==> src/rtl/stopwatch_ctrl.sv <==
// ---------------------------------------------------------------------------
// stopwatch_ctrl
//
// Purpose:
//   Mode sequencer and MM:SS BCD time base for the stopwatch display path.
//   One arbitrated controller takes the start/stop, lap and clear button
//   pulses plus a 1 Hz tick. It keeps the live count and the lap snapshot,
//   and drives the 4-digit BCD word to the digit decoders and the scanner.
//
// Parameters:
//   MIN_LIMIT  highest minute value (1..99). The count tops out at MIN_LIMIT:59.
//
// Optional feature macro:
//   STOPWATCH_CTRL_AUTOSTOP_EN
//     undefined : at MIN_LIMIT:59 a tick wraps the count to 00:00 and pulses
//                 wrap. The state does not change.
//     defined   : at MIN_LIMIT:59 a tick holds the count and pulses wrap.
//                 The FSM drops from RUN to PAUSE, or from LAP to LAP_PAUSE.
//                 start is then ignored while paused at the limit.
//
// Ports:
//   clk         in   system clock (rising edge)
//   rst         in   asynchronous active-high reset
//   tick        in   1 Hz count enable, one clk wide
//   start_pb    in   start/stop request pulse
//   lap_pb      in   lap request pulse
//   clr_pb      in   clear request pulse
//   state       out  FSM state: IDLE=0 RUN=1 PAUSE=2 LAP=3 LAP_PAUSE=4
//   count_en    out  high in RUN and LAP
//   lap_active  out  high in LAP and LAP_PAUSE
//   live_bcd    out  {ten_m, one_m, ten_s, one_s} live count
//   disp_bcd    out  lap snapshot while lap_active, else the live count
//   wrap        out  one-cycle pulse when the count leaves MIN_LIMIT:59
//
// All outputs are registered. They update on the first clk edge after the
// input event.
// ---------------------------------------------------------------------------
module stopwatch_ctrl #(
  parameter int MIN_LIMIT = 59
) (
  input  logic        clk,
  input  logic        rst,
  input  logic        tick,
  input  logic        start_pb,
  input  logic        lap_pb,
  input  logic        clr_pb,
  output logic [2:0]  state,
  output logic        count_en,
  output logic        lap_active,
  output logic [15:0] live_bcd,
  output logic [15:0] disp_bcd,
  output logic        wrap
);

  typedef enum logic [2:0] {
    S_IDLE      = 3'd0,
    S_RUN       = 3'd1,
    S_PAUSE     = 3'd2,
    S_LAP       = 3'd3,
    S_LAP_PAUSE = 3'd4
  } state_t;

  // Minute limit split into its BCD digits, so the limit test compares digits.
  localparam logic [3:0] LIM_TEN = 4'(MIN_LIMIT / 10);
  localparam logic [3:0] LIM_ONE = 4'(MIN_LIMIT % 10);

  state_t      state_q, state_d;
  logic [3:0]  one_s_q, one_s_d;
  logic [3:0]  ten_s_q, ten_s_d;
  logic [3:0]  one_m_q, one_m_d;
  logic [3:0]  ten_m_q, ten_m_d;
  logic [15:0] lap_q, lap_d;
  logic        count_en_q, count_en_d;
  logic        lap_active_q, lap_active_d;
  logic [15:0] disp_q, disp_d;
  logic        wrap_q, wrap_d;

  logic [15:0] live_q;
  logic [15:0] live_d;
  logic        counting;
  logic        at_limit;
  logic        adv;
  logic        limit_tick;
  logic        start_ok;

  assign live_q = {ten_m_q, one_m_q, ten_s_q, one_s_q};
  assign live_d = {ten_m_d, one_m_d, ten_s_d, one_s_d};

  // Counting follows the registered state, not the next state.
  // A tick that arrives with a start leaving RUN is therefore still counted.
  // A tick that arrives with a start entering RUN is not.
  assign counting = (state_q == S_RUN) || (state_q == S_LAP);

  assign at_limit = (ten_m_q == LIM_TEN) && (one_m_q == LIM_ONE) &&
                    (ten_s_q == 4'd5)    && (one_s_q == 4'd9);

  // Clear takes priority over the tick, so a coincident tick is dropped.
  assign adv        = tick && counting && !clr_pb;
  assign limit_tick = adv && at_limit;

`ifdef STOPWATCH_CTRL_AUTOSTOP_EN
  // While parked at the limit, only clear or reset can leave the paused state.
  assign start_ok = start_pb &&
                    !(at_limit && ((state_q == S_PAUSE) || (state_q == S_LAP_PAUSE)));
`else
  assign start_ok = start_pb;
`endif

  // ---------------------------------------------------------------------
  // BCD time base
  // ---------------------------------------------------------------------
  always_comb begin
    one_s_d = one_s_q;
    ten_s_d = ten_s_q;
    one_m_d = one_m_q;
    ten_m_d = ten_m_q;
    wrap_d  = 1'b0;

    if (clr_pb) begin
      one_s_d = 4'd0;
      ten_s_d = 4'd0;
      one_m_d = 4'd0;
      ten_m_d = 4'd0;
    end else if (adv) begin
      if (at_limit) begin
        wrap_d = 1'b1;
`ifndef STOPWATCH_CTRL_AUTOSTOP_EN
        one_s_d = 4'd0;
        ten_s_d = 4'd0;
        one_m_d = 4'd0;
        ten_m_d = 4'd0;
`endif
      end else if (one_s_q != 4'd9) begin
        one_s_d = one_s_q + 4'd1;
      end else begin
        one_s_d = 4'd0;
        if (ten_s_q != 4'd5) begin
          ten_s_d = ten_s_q + 4'd1;
        end else begin
          ten_s_d = 4'd0;
          // The limit check above keeps the minutes at or below MIN_LIMIT,
          // so ten_m cannot pass 9 here.
          if (one_m_q != 4'd9) begin
            one_m_d = one_m_q + 4'd1;
          end else begin
            one_m_d = 4'd0;
            ten_m_d = ten_m_q + 4'd1;
          end
        end
      end
    end
  end

  // ---------------------------------------------------------------------
  // Mode FSM and lap register
  // Request priority: clr > start > lap. A lower request is dropped.
  // ---------------------------------------------------------------------
  always_comb begin
    state_d = state_q;
    lap_d   = lap_q;

    if (clr_pb) begin
      state_d = S_IDLE;
      lap_d   = 16'd0;
    end
`ifdef STOPWATCH_CTRL_AUTOSTOP_EN
    // Reaching the limit overrides any button in the same cycle.
    else if (limit_tick) begin
      state_d = (state_q == S_RUN) ? S_PAUSE : S_LAP_PAUSE;
    end
`endif
    else begin
      case (state_q)
        S_IDLE: begin
          if (start_ok) state_d = S_RUN;
        end
        S_RUN: begin
          if (start_ok) begin
            state_d = S_PAUSE;
          end else if (lap_pb) begin
            state_d = S_LAP;
            // Snapshot the pre-increment count, even with a coincident tick.
            lap_d   = live_q;
          end
        end
        S_PAUSE: begin
          if (start_ok) state_d = S_RUN;
        end
        S_LAP: begin
          if (start_ok)    state_d = S_LAP_PAUSE;
          else if (lap_pb) state_d = S_RUN;
        end
        S_LAP_PAUSE: begin
          // Entering LAP from here keeps the existing snapshot.
          if (start_ok)    state_d = S_LAP;
          else if (lap_pb) state_d = S_PAUSE;
        end
        default: state_d = S_IDLE;
      endcase
    end
  end

  // Output register inputs are taken from next-state values.
  // This keeps every output aligned with the state it describes.
  always_comb begin
    count_en_d   = (state_d == S_RUN) || (state_d == S_LAP);
    lap_active_d = (state_d == S_LAP) || (state_d == S_LAP_PAUSE);
    disp_d       = lap_active_d ? lap_d : live_d;
  end

  // limit_tick has no other reader in the wrap-around build.
`ifndef STOPWATCH_CTRL_AUTOSTOP_EN
  logic unused_limit_tick;
  assign unused_limit_tick = limit_tick;
`endif

  always_ff @(posedge clk or posedge rst) begin
    if (rst) begin
      state_q      <= S_IDLE;
      one_s_q      <= 4'd0;
      ten_s_q      <= 4'd0;
      one_m_q      <= 4'd0;
      ten_m_q      <= 4'd0;
      lap_q        <= 16'd0;
      count_en_q   <= 1'b0;
      lap_active_q <= 1'b0;
      disp_q       <= 16'd0;
      wrap_q       <= 1'b0;
    end else begin
      state_q      <= state_d;
      one_s_q      <= one_s_d;
      ten_s_q      <= ten_s_d;
      one_m_q      <= one_m_d;
      ten_m_q      <= ten_m_d;
      lap_q        <= lap_d;
      count_en_q   <= count_en_d;
      lap_active_q <= lap_active_d;
      disp_q       <= disp_d;
      wrap_q       <= wrap_d;
    end
  end

  assign state      = state_q;
  assign count_en   = count_en_q;
  assign lap_active = lap_active_q;
  assign live_bcd   = live_q;
  assign disp_bcd   = disp_q;
  assign wrap       = wrap_q;

endmodule
==> config.mk <==
export PLATFORM = sky130hd
export DESIGN_NAME = stopwatch_ctrl
export DESIGN_NICKNAME = d
export VERILOG_FILES = /design/src/rtl/stopwatch_ctrl.sv
export SDC_FILE = /design/constraint.sdc
export NUM_CORES = 1
export LEC_CHECK = 0
export CORE_UTILIZATION = 45
export DETAILED_ROUTE_END_ITERATION = 6
export PLACE_DENSITY = 0.69
export SETUP_SLACK_MARGIN = 0.05
export SYNTH_ARGS = -nofsm -noshare
export SYNTH_HDL_FRONTEND = slang
export SYNTH_SLANG_ARGS = --single-unit
==> constraint.sdc <==
create_clock -name clk -period 1.7 [get_ports clk]
set_input_delay 0.255 -clock clk [delete_from_list [all_inputs] [get_ports clk]]
set_output_delay 0.255 -clock clk [all_outputs]
set_load 0.02 [all_outputs]
* Word level (Yosys, flattened, before mapping)
Cells that the tools add are included.
Storage, ports and cells: input port bits 6, register bits after elaboration 54
Operators by class: reduce and logical (&&, ||, !) cells 11, add/subtract/negate cells 4, equality and inequality tests 14, mux-type cells 38
Operators with widths (count):
- 2-to-1 mux 4 bit | 21
- 2-to-1 mux 16 bit | 5
- 2-to-1 mux 3 bit | 8
- adder 4 x 1 -> 4 bit (second input constant) | 4
- case mux 3 bit (4 select lines) | 1
- == test 3 x 2 -> 1 bit (second input constant) | 3
- == test 4 x 3 -> 1 bit (second input constant) | 2
- == test 4 bit (second input constant) | 2
- inequality test 4 bit (second input constant) | 2
- == test 3 x 1 -> 1 bit (second input constant) | 2
- == test 3 bit (second input constant) | 2
- logical AND 1 bit | 5
- inequality test 4 x 3 -> 1 bit (second input constant) | 1
- logical NOT 3 bit | 1
- logical OR 1 bit | 3
- 2-to-1 mux 1 bit | 3
- OR reduction 2 bit | 1
- logical NOT 1 bit | 1

* Longest topological paths before layout
depth in word-level cells 8, gate-level depth with buffers 8

* Worst setup path after synthesis
Ideal clock, no wire load.
path type register -> register, start register state_q[1] (netlist: state[1]), end register disp_q[13] (netlist: disp_bcd[13]), clock period less this slack 1.993 ns, buffers on the path 2, setup slack -0.293 ns, stages on the path, launching flop included 7, data arrival time 1.868 ns, cells stage by stage dfrtp_1 -> buf_4 -> or3b_1 -> or3_1 -> o31a_2 -> buf_6 -> mux2_4
Between the ends: word-level cells in the longest chain between the ends 7, elaborated cells on any way between the ends 26, those cells by class eq/ne (6); mux (14); reduce/logical (6)
RTL lines:
- start, declared | line 67 | state_t state_q, state_d;
- start signal, assigned | line 230 | state_q <= state_d;
- == test 3 x 2 -> 1 bit, or another cell as far along | line 173 | case (state_q)
- OR reduction 2 bit (no line), or another cell as far along
- case mux 3 bit (4 select lines) or logical AND 1 bit (tied branches) | line 173, 98
- 2-to-1 mux 3 bit or logical AND 1 bit (tied branches) | line 162, 98
- == test 3 x 2 -> 1 bit, or another cell as far along | line 207 | lap_active_d = (state_d == S_LAP) || (state_d == S_LAP_PAUSE);
- logical OR 1 bit or 2-to-1 mux 4 bit (tied branches) | line 207, 119
- 2-to-1 mux 16 bit * | line 208 | disp_d = lap_active_d ? lap_d : live_d;
- via disp_d[13] | line 75 | logic [15:0] disp_q, disp_d;
- end signal, assigned | line 238 | disp_q <= disp_d;
- end, declared | line 75
Mark *: on every way through the listed nets, which the timed path passes. The rest lies on a longest branch.

* Final worst setup path
start register state_q[0] (netlist: state[0]), end register disp_q[5] (netlist: disp_bcd[5])
Same word-level chain as after synthesis.

==> impl_metrics.ini <==
[routing]
detail-route-antenna-nets = 0
wire_per_inst_um = 14.3
vias = 2022
firstDrtPassIters = 4
drc = 0
dr.first_iter.drc_count = 111
via_per_inst = 5.20
drt-total-wl_um = 5570

[cts]
cts_tree = built
hold_buffers = 0
insertion_delay_ns = 0.31
clk_pin_slew_ns = 0.10
htree_levels = 2
clockRootBuffer = clkbuf_8
cts_buffer_depth = 2
clock-sinks = 54
numCtsBuffers = 5

[timing]
tightest_slew_ns = 0.283
grt_setup_unrepaired = yes
period_needed_ns = 1.82
drv_slew = 0
fmax_mhz = 550
hold_viol_final = 0
setup_ws_ns = -0.118
slew_headroom_pct = 81.2
finalCritPeriodShare_pct = 107
setup_viol = 17
tns_ns = -1.26
clock_skew_ns = 0.0114

[yosys]
netlist_instances = 225
synth.avg_cell_area_um2 = 11.2
ys_seq_area_share_pct = 53.7
postSynth.asyncResetShare_pct = 100
syn_nets = 239
synth_edf_count = 0
synth-main-ff-cell = dfrtp_1
yosys_warnings = 0
synth_cell_types = 41
syn_area_um2 = 2520
ys_seq_elements = 54

[power_and_ir_drop]
finalPower_mw = 2.39
powerDensity_nw_per_um2 = 651
p_leak_nw = 1.83
vdd_drop_max_mv = 0.382

[global_routing]
met1_usage_pct = 26.5
antenna_found_initial = 0
grt_pass1_vias = 1937
use_met3_pct = 4.05
busiest_layer = met2
grt_first_pass_wirelength_um = 9130
grt_max_degree = 55
track_usage_pct = 19.5
grt_use_met2_pct = 31.7
grt-ovfl-total = 0

[worst_setup_path]
r2r_start = state[0]
r2r-end = disp_bcd[5]
reg2reg_slack_ns = -0.12
startpoint_type = flop
critPathKind = reg -> reg
cp_data_arrival_time_ns = 2.01
crit_fanout = 6
worstRegToRegCells = 5
worstSetupStartpoint = state[0]
crit_required_ns = 1.89
endpoint_kind = flop

[final_layout]
fillers = 392
drive_gt1_share_pct = 31.7
diodes = 0
mostFrequentLayoutCell = dfrtp_1
multi_input_area_um2 = 1200
finalNetCount = 332
final_cell_mix = dfrtp_1 (47), buf_4 (43), nor2_1 (37)
final_area_um2 = 3670
fin_cells = 389
regArea_um2 = 1360
area_growth_pct = 45.7

[placement]
hpwlAfterDp_um = 3610
gp_congestion = 0.831
dp_cells = 368
place_area_um2 = 3340
numPortBuffers = 43

[floorplanning]
row_count = 26
core-area_um2 = 5240
io_pins = 44
start_util_pct = 48.1
die_height_um = 76.8
die_w_um = 76.8
die-area_um2 = 5900

[run_status]
status = complete, but fails checks
violations = setup timing

[run]
maxCapViolCount = 0

[worst_hold_path]
hold_path.class = in -> async
## worst max-delay path, stage by stage (launching register included)
cell and delay (ns):
dfrtp_1 0.39, or3b_1 0.38, or3_1 0.34, o31a_4 0.16, buf_12 0.15, mux2_4 0.28
## worst max-delay path by stage
stage / endpoint / slack (ns)
after detailed placement: disp_bcd[7] / -0.51
after global routing: disp_bcd[7] / -0.20
after floorplan: disp_bcd[13] / -0.25
after global placement: disp_bcd[1] / -0.45
final: disp_bcd[5] / -0.12
after CTS: disp_bcd[5] / -0.13
## final cells by class
type                       count  area share, %
clock buffer                   7           2.35
clock inverter                 1          0.819
inverter                       6          0.614
multi-input combinational    154           32.6
sequential                    54           37.1
tap                           70           2.39
timing repair buffer          97           24.1
## through the flow
step	setup WS (ns)	utilization [%]	hold slack (ns)
floorplan	-0.254	-	0.439
global placement	-0.451	63.8	0.511
detailed placement	-0.512	63.8	0.522
CTS	-0.127	68.1	0.311
global route	-0.195	70.0	0.329
finish	-0.118	70.0	0.291
## what timing repair did
action | in CTS | in global routing
gates resized for setup | 34 | 15
buffers inserted | 6 | 7
setup endpoints to repair | 38 | 31
pin swaps | 4 | 9
## kinds of logic after synthesis
| kind of cell | count (synthesis) | synth area share [%] |
|---|---|---|
| AND/OR/NAND/NOR | 81 | 16.2 |
| flip-flops | 54 | 53.7 |
| AO/OA/AOI/OAI | 35 | 8.99 |
| multiplexers | 29 | 13.2 |
| buffers and inverters | 17 | 3.58 |
| adder cells (fa/ha/maj) | 8 | 3.97 |
| XOR/XNOR | 1 | 0.348 |
## sequential cells by signal (all words and copies together) (netlist names)
| name | cells |
|---|---|
| disp_bcd | 16 |
| lap_q | 16 |
| one_m_q | 4 |
| one_s_q | 4 |
| ten_m_q | 4 |
| ten_s_q | 4 |
| state | 3 |
| count_en | 1 |
| lap_active | 1 |
| wrap | 1 |
## Yosys cell counts, types with 3 or more instances
| library cell | number | share of area (%) |
|---|---|---|
| nor3_1 | 6 | 1.2 |
| mux2_4 | 8 | 4.8 |
| ha_1 | 8 | 4.0 |
| nand3b_1 | 4 | 1.2 |
| inv_1 | 6 | 0.89 |
| or3_1 | 3 | 0.75 |
| o2bb2ai_1 | 6 | 2.1 |
| a21oi_1 | 14 | 2.8 |
| nand2_1 | 10 | 1.5 |
| mux2i_1 | 19 | 7.6 |
| dfrtp_1 | 54 | 54 |
| o21ai_0 | 5 | 0.99 |
| nor2_1 | 37 | 5.5 |
| nand3_1 | 4 | 0.79 |
| and3b_1 | 5 | 1.7 |
## per-layer routing
layer	part of all wire [%]	wire length, µm
met5	0	0
met4	1.1	59
met3	3.6	198
met2	50	2780
met1	46	2540
## where the power goes
part / internal (mW) / leakage, nW / switching (mW)
sequential: 1.29 / 0.740 / 0.00450
clock: 0.481 / 0.0585 / 0.407
combinational: 0.0868 / 1.03 / 0.116
total: 1.86 / 1.83 / 0.527
(Power assumes the default switching activity.)
